--- src/rtl/instr_encoder.sv ---
// Loader-side instruction encoder: accepts decoded fields, packs them into the
// 32-bit decode word, range-checks the immediate and writes words sequentially.
module instr_encoder #(
    parameter int unsigned DEPTH     = 256,
    parameter logic [31:0] BASE_ADDR = 32'h0
) (
    input  logic        clk,
    input  logic        rst_n,
    input  logic        clear,
    input  logic        in_valid,
    output logic        in_ready,
    input  logic [1:0]  in_type,
    input  logic [4:0]  in_func,
    input  logic [4:0]  in_r1,
    input  logic [4:0]  in_r2,
    input  logic [4:0]  in_r3,
    input  logic [31:0] in_imm,
    input  logic        in_stop,
    output logic        mem_we,
    output logic [31:0] mem_addr,
    output logic [31:0] mem_wdata,
    output logic [8:0]  count,
    output logic        full,
    output logic        err,
    output logic        done
);

    localparam int unsigned CNT_W  = 9;
    localparam int unsigned WORD_W = 32;
    localparam logic [CNT_W-1:0] DEPTH_C = CNT_W'(DEPTH);
    localparam logic [1:0] T_I = 2'b01;
    localparam logic [1:0] T_J = 2'b10;

    typedef enum logic [1:0] {
        IDLE  = 2'd0,
        PACK  = 2'd1,
        WRITE = 2'd2,
        HALT  = 2'd3
    } state_t;

    state_t state_q, state_nxt;

    // Field bundle captured at acceptance
    logic [1:0]        f_type;
    logic [4:0]        f_func, f_r1, f_r2, f_r3;
    logic [WORD_W-1:0] f_imm;
    logic              f_stop;

    logic [CNT_W-1:0]  count_q, count_nxt;
    logic              err_q, err_nxt;
    logic              done_q, done_nxt;
    logic              full_q, full_nxt;
    logic              in_ready_q, in_ready_nxt;
    logic              mem_we_q, mem_we_nxt;
    logic [WORD_W-1:0] mem_addr_q, mem_addr_nxt;
    logic [WORD_W-1:0] mem_wdata_q, mem_wdata_nxt;

    logic              accept_c;
    logic [WORD_W-1:0] word_c;
    logic              imm_ok_c;

    assign accept_c = (state_q == IDLE) && in_valid && in_ready_q;

    // Field capture
    always_ff @(posedge clk or negedge rst_n) begin
        if (!rst_n) begin
            f_type <= '0;
            f_func <= '0;
            f_r1   <= '0;
            f_r2   <= '0;
            f_r3   <= '0;
            f_imm  <= '0;
            f_stop <= 1'b0;
        end else if (accept_c) begin
            f_type <= in_type;
            f_func <= in_func;
            f_r1   <= in_r1;
            f_r2   <= in_r2;
            f_r3   <= in_r3;
            f_imm  <= in_imm;
            f_stop <= in_stop;
        end
    end

    // Word packing and immediate range check; ranges mirror decode's re-extension
    always_comb begin
        word_c   = '0;
        imm_ok_c = 1'b0;
        case (f_type)
            T_I: begin
                word_c = {f_func, f_r1, f_r2, f_imm[13:0], f_type, f_stop};
                if (f_func == 5'd0) begin
                    imm_ok_c = (f_imm[31:14] == 18'd0);
                end else begin
                    imm_ok_c = (&f_imm[31:13]) || !(|f_imm[31:13]);
                end
            end
            T_J: begin
                word_c   = {f_func, f_imm[23:0], f_type, f_stop};
                imm_ok_c = (&f_imm[31:23]) || !(|f_imm[31:23]);
            end
            default: begin
                word_c   = {f_func, f_r1, f_r2, f_r3, f_imm[4:0], 4'b0000, f_type, f_stop};
                imm_ok_c = (f_imm[31:5] == 27'd0);
            end
        endcase
    end

    // Next-state and registered-output logic
    always_comb begin
        state_nxt     = state_q;
        count_nxt     = count_q;
        err_nxt       = err_q;
        done_nxt      = done_q;
        mem_we_nxt    = 1'b0;
        mem_addr_nxt  = mem_addr_q;
        mem_wdata_nxt = mem_wdata_q;

        case (state_q)
            IDLE: begin
                if (accept_c) begin
                    state_nxt = PACK;
                end
            end
            PACK: begin
                if (!imm_ok_c) begin
                    err_nxt   = 1'b1;
                    state_nxt = HALT;
                end else begin
                    state_nxt     = WRITE;
                    mem_we_nxt    = 1'b1;
                    mem_addr_nxt  = BASE_ADDR + WORD_W'({count_q, 2'b00});
                    mem_wdata_nxt = word_c;
                end
            end
            WRITE: begin
                count_nxt = count_q + CNT_W'(1);
                done_nxt  = done_q | f_stop;
                state_nxt = (f_stop || (count_nxt == DEPTH_C)) ? HALT : IDLE;
            end
            default: begin
                state_nxt = HALT;
            end
        endcase

        // Restart wins over every transition; an in-flight write strobe has already been seen
        if (clear) begin
            state_nxt  = IDLE;
            count_nxt  = '0;
            err_nxt    = 1'b0;
            done_nxt   = 1'b0;
            mem_we_nxt = 1'b0;
        end

        full_nxt     = (count_nxt == DEPTH_C);
        in_ready_nxt = (state_nxt == IDLE) && !full_nxt && !err_nxt && !done_nxt;
    end

    // State register
    always_ff @(posedge clk or negedge rst_n) begin
        if (!rst_n) begin
            state_q     <= IDLE;
            count_q     <= '0;
            err_q       <= 1'b0;
            done_q      <= 1'b0;
            full_q      <= 1'b0;
            in_ready_q  <= 1'b1;
            mem_we_q    <= 1'b0;
            mem_addr_q  <= BASE_ADDR;
            mem_wdata_q <= '0;
        end else begin
            state_q     <= state_nxt;
            count_q     <= count_nxt;
            err_q       <= err_nxt;
            done_q      <= done_nxt;
            full_q      <= full_nxt;
            in_ready_q  <= in_ready_nxt;
            mem_we_q    <= mem_we_nxt;
            mem_addr_q  <= mem_addr_nxt;
            mem_wdata_q <= mem_wdata_nxt;
        end
    end

    assign in_ready  = in_ready_q;
    assign mem_we    = mem_we_q;
    assign mem_addr  = mem_addr_q;
    assign mem_wdata = mem_wdata_q;
    assign count     = count_q;
    assign full      = full_q;
    assign err       = err_q;
    assign done      = done_q;

endmodule

--- config.mk ---
export PLATFORM = sky130hd
export DESIGN_NAME = instr_encoder
export DESIGN_NICKNAME = d
export VERILOG_FILES = /design/src/rtl/instr_encoder.sv
export SDC_FILE = /design/constraint.sdc
export NUM_CORES = 1
export LEC_CHECK = 0
export CORE_MARGIN = 2
export CORE_UTILIZATION = 35
export DETAILED_ROUTE_END_ITERATION = 8
export GPL_TIMING_DRIVEN = 0
export SLEW_MARGIN = 20
export SYNTH_ARGS = -nofsm -noshare
export SYNTH_HDL_FRONTEND = slang
export SYNTH_SLANG_ARGS = --single-unit
--- constraint.sdc ---
create_clock -name clk -period 6.15 [get_ports clk]
set_clock_uncertainty 0.2 [all_clocks]
set_input_delay 1.5375 -clock clk [delete_from_list [all_inputs] [get_ports clk]]
set_output_delay 1.5375 -clock clk [all_outputs]
set_load 0.02 [all_outputs]
==> flow_summary.yaml <==
setup_path:
  r2r-start: "f_func[0]"
  critPathCaptureType: "flop"
  critPathTopFamily: "buffers and inverters"
  reg2reg_depth: 8
  crit_path_top_delay_cell: "clkbuf_1"
  path_cells: "clkdlybuf4s50_1, nand2_1, nor3_1, clkbuf_1, clkbuf_1, mux2_2"
  startpoint: "in_valid"
  path_max_fanout: 10
  crit_buf_inv: 3
  rr_endpoint: "mem_wdata[20]"
  r2r_slack_ns: 3.10
  arrival_ns: 3.93
  worst-setup-path-type: "primary input to flop"
  required_ns: 6.19
  crit_top_cell: "clkbuf_1"
  cpPeakStageDelay_ns: 0.58
  startpoint_type: "primary input"
timing:
  holdWs_ns: 0.287
  period_needed_ns: 3.89
  finalSetupViolations: 0
  finalMaxSlewViolations: 0
  timing.slew.headroom_pct: 52.2
  rsz0062_at_grt: "no"
  finalHoldViolations: 0
  worst_pin_slew_ns: 0.717
  final.setup.tns_ns: 0
  fmax_ghz: 0.257
  layout_worst_path_cycle_share_pct: 63.3
cells_and_area:
  area_delta_synth_final_pct: 37.1
  final_layout_size_suffix_gt1_share_pct: 21.3
  stdcell_count: 734
  layout.nets: 611
  antenna_cells: 0
detailed_routing:
  drt_pre_antenna_iters: 4
  avgViaCountPerCell: 4.75
  post_drt_wl_per_cell_um: 16.1
  drtAntennaViolNets: 0
  drcViolationCount: 0
  first_iter_violations: 257
  routed_wl_um: 11800
  num_vias: 3486
floorplanning:
  die_w_um: 122
  core_area_mm2: 0.0138
  rows: 43
  io_pins: 137
  initial_core_util_pct: 35.6
  dieArea_mm2: 0.0150
  fp.dieH_um: 122
power_and_ir_drop:
  leakagePower_nw: 2.94
  power_density_mw_per_mm2: 441
  max-vdd-ir-drop_v: 0.000194
clock_network:
  cts.sinks: 112
  clockRootBuffer: "clkbuf_16"
  hold_buffers: 0
  ctsResizeCount: 0
  cts_tree: "yes"
  cts_buffers: 9
  clk_latency_ns: 0.35
  htreeDepth: 3
  clk_path_buf_depth: 2
  clk_pin_slew_ns: 0.07
  cts_setup_buffers: 0
hold_path:
  min_path_type: "flop to flop"
  min_to: "mem_wdata[6]"
  hold_depth: 2
  worstHoldStart: "mem_wdata[6]"
yosys:
  syn_area_mm2: 0.00491
  synth_edf_count: 0
  yosys.area.top_type: "dfrtp_1"
  syn-mean-instance-area_um2: 12.2
  ys_top_cells_by_count: "dfrtp_1 (111), mux2_2 (53), nand2_1 (37), buf_4 (23), a22oi_1 (21)"
  yosys.cell_types.count: 42
  seq_area_frac_synth_pct: 57.1
  synthFlopType: "dfrtp_1"
  synth_seq_cells: 112
  yosys_warnings: 0
  synthArstFlopShare_pct: 100
  synth_most_common_cell: "dfrtp_1"
  syn_inst: 402
  netlist_top_cells_area: "dfrtp_1 (57%), mux2_2 (12%), mux2_4 (4.6%)"
  synth_top_area_share_pct: 56.6
global_routing:
  grt_first_pass_wirelength_um: 18500
  grt_use_total_pct: 16.4
  grt_pass1_vias: 3537
  grt_max_degree: 58
  grt_antenna_before_repair: 0
  overflow: 0
place:
  port-buffer-count: 113
  post-place-cells: 718
  routabilityCongestion: 0.774
  dpl.hpwl_um: 8720
run_status:
  status: "complete, no violations"
flow_run:
  maxCapViolCount: 0
==> sequential cells by signal, indices dropped and copies added, names as in the netlist <==
register / flops
f_imm: 32
mem_wdata: 32
count: 9
mem_addr: 9
f_func: 5
f_r1: 5
f_r2: 5
f_r3: 5
f_type: 2
state_q: 2
done: 1
err: 1
f_stop: 1
full: 1
in_ready: 1
mem_we: 1
==> per-layer routing <==
layer	part of all wire [%]	GRT usage, %	vias to the layer above
met5	0	0	-
met4	2.6	7.54	0
met3	4.2	2.65	22
met2	48	26.6	100
met1	45	21.4	1701
li1	-	-	1663
==> worst min-delay path: stages, from the launching register on <==
cell and delay, ns:
dfrtp_1 0.34, nand2_1 0.05, o21ai_0 0.06
==> kinds of logic after synthesis <==
logic type,share of synthesized area (%)
adder cells (fa/ha/maj),0.765
XOR/XNOR,1.43
multiplexers,17.4
buffers and inverters,6.09
flip-flops,57.1
AO/OA/AOI/OAI,7.75
other,0.0764
AND/OR/NAND/NOR,9.41
==> power breakdown <==
group | total [mW] | internal [mW] | switching, mW
logic | 1.06 | 0.547 | 0.509
registers | 1.23 | 1.02 | 0.209
clock network | 0.687 | 0.420 | 0.267
total | 2.97 | 1.99 | 0.985
==> layout make-up <==
type,count,area [µm²]
Multi-Input combinational cell,264,1890
Sequential cell,112,2800
Tap cell,180,225
Clock buffer,11,253
Buffer,43,280
Timing Repair Buffer,114,1160
Inverter,5,18.8
Clock inverter,5,103
Fill cell,1306,7040
==> stage by stage <==
stage	area (µm²)	setup WS [ns]	util, %	total power [mW]
3_5_place_dp	6380	1.86	46.3	2.31
5_1_grt	6730	2.09	48.9	3.17
3_3_place_gp	6350	-0.957	46.1	2.28
2_1_floorplan	4990	2.92	-	1.88
6_report	6730	2.26	48.9	2.97
4_1_cts	6730	2.23	48.9	3.00
==> cells in the final DEF (no fill, tap or decap), types with 2 or more instances in the layout <==
cell type        instances
nand2_1                 37
nand3_1                  7
bufinv_16                3
dfrtp_1                111
clkdlybuf4s50_1        112
clkbuf_1                12
nor4_1                   5
inv_1                    5
nor2_1                  19
mux2_4                  15
o21ai_1                 19
mux2i_1                  3
xnor2_1                  2
a21oi_1                  5
mux2_2                  53
buf_2                    2
buf_1                    2
xor2_1                   6
and3_1                   2
a22oi_1                 21
nor2b_1                  6
clkbuf_8                 2
o21ai_0                 10
buf_6                    5
clkbuf_16                9
nand4_1                  6
buf_4                   23
ha_1                     3
nor3_1                   7
conb_1                  23
==> how the worst max path moves through the flow <==
stage	depth (start not counted)	slack [ns]	endpoint
floorplan	5	2.92	f_func[0]
global placement	1	-0.96	mem_wdata[12]
detailed placement	6	1.86	f_r2[1]
CTS	6	2.23	f_r2[1]
global route	6	2.09	f_r2[1]
finish	6	2.26	f_r2[1]
Power figures use the tool's default switching activity.
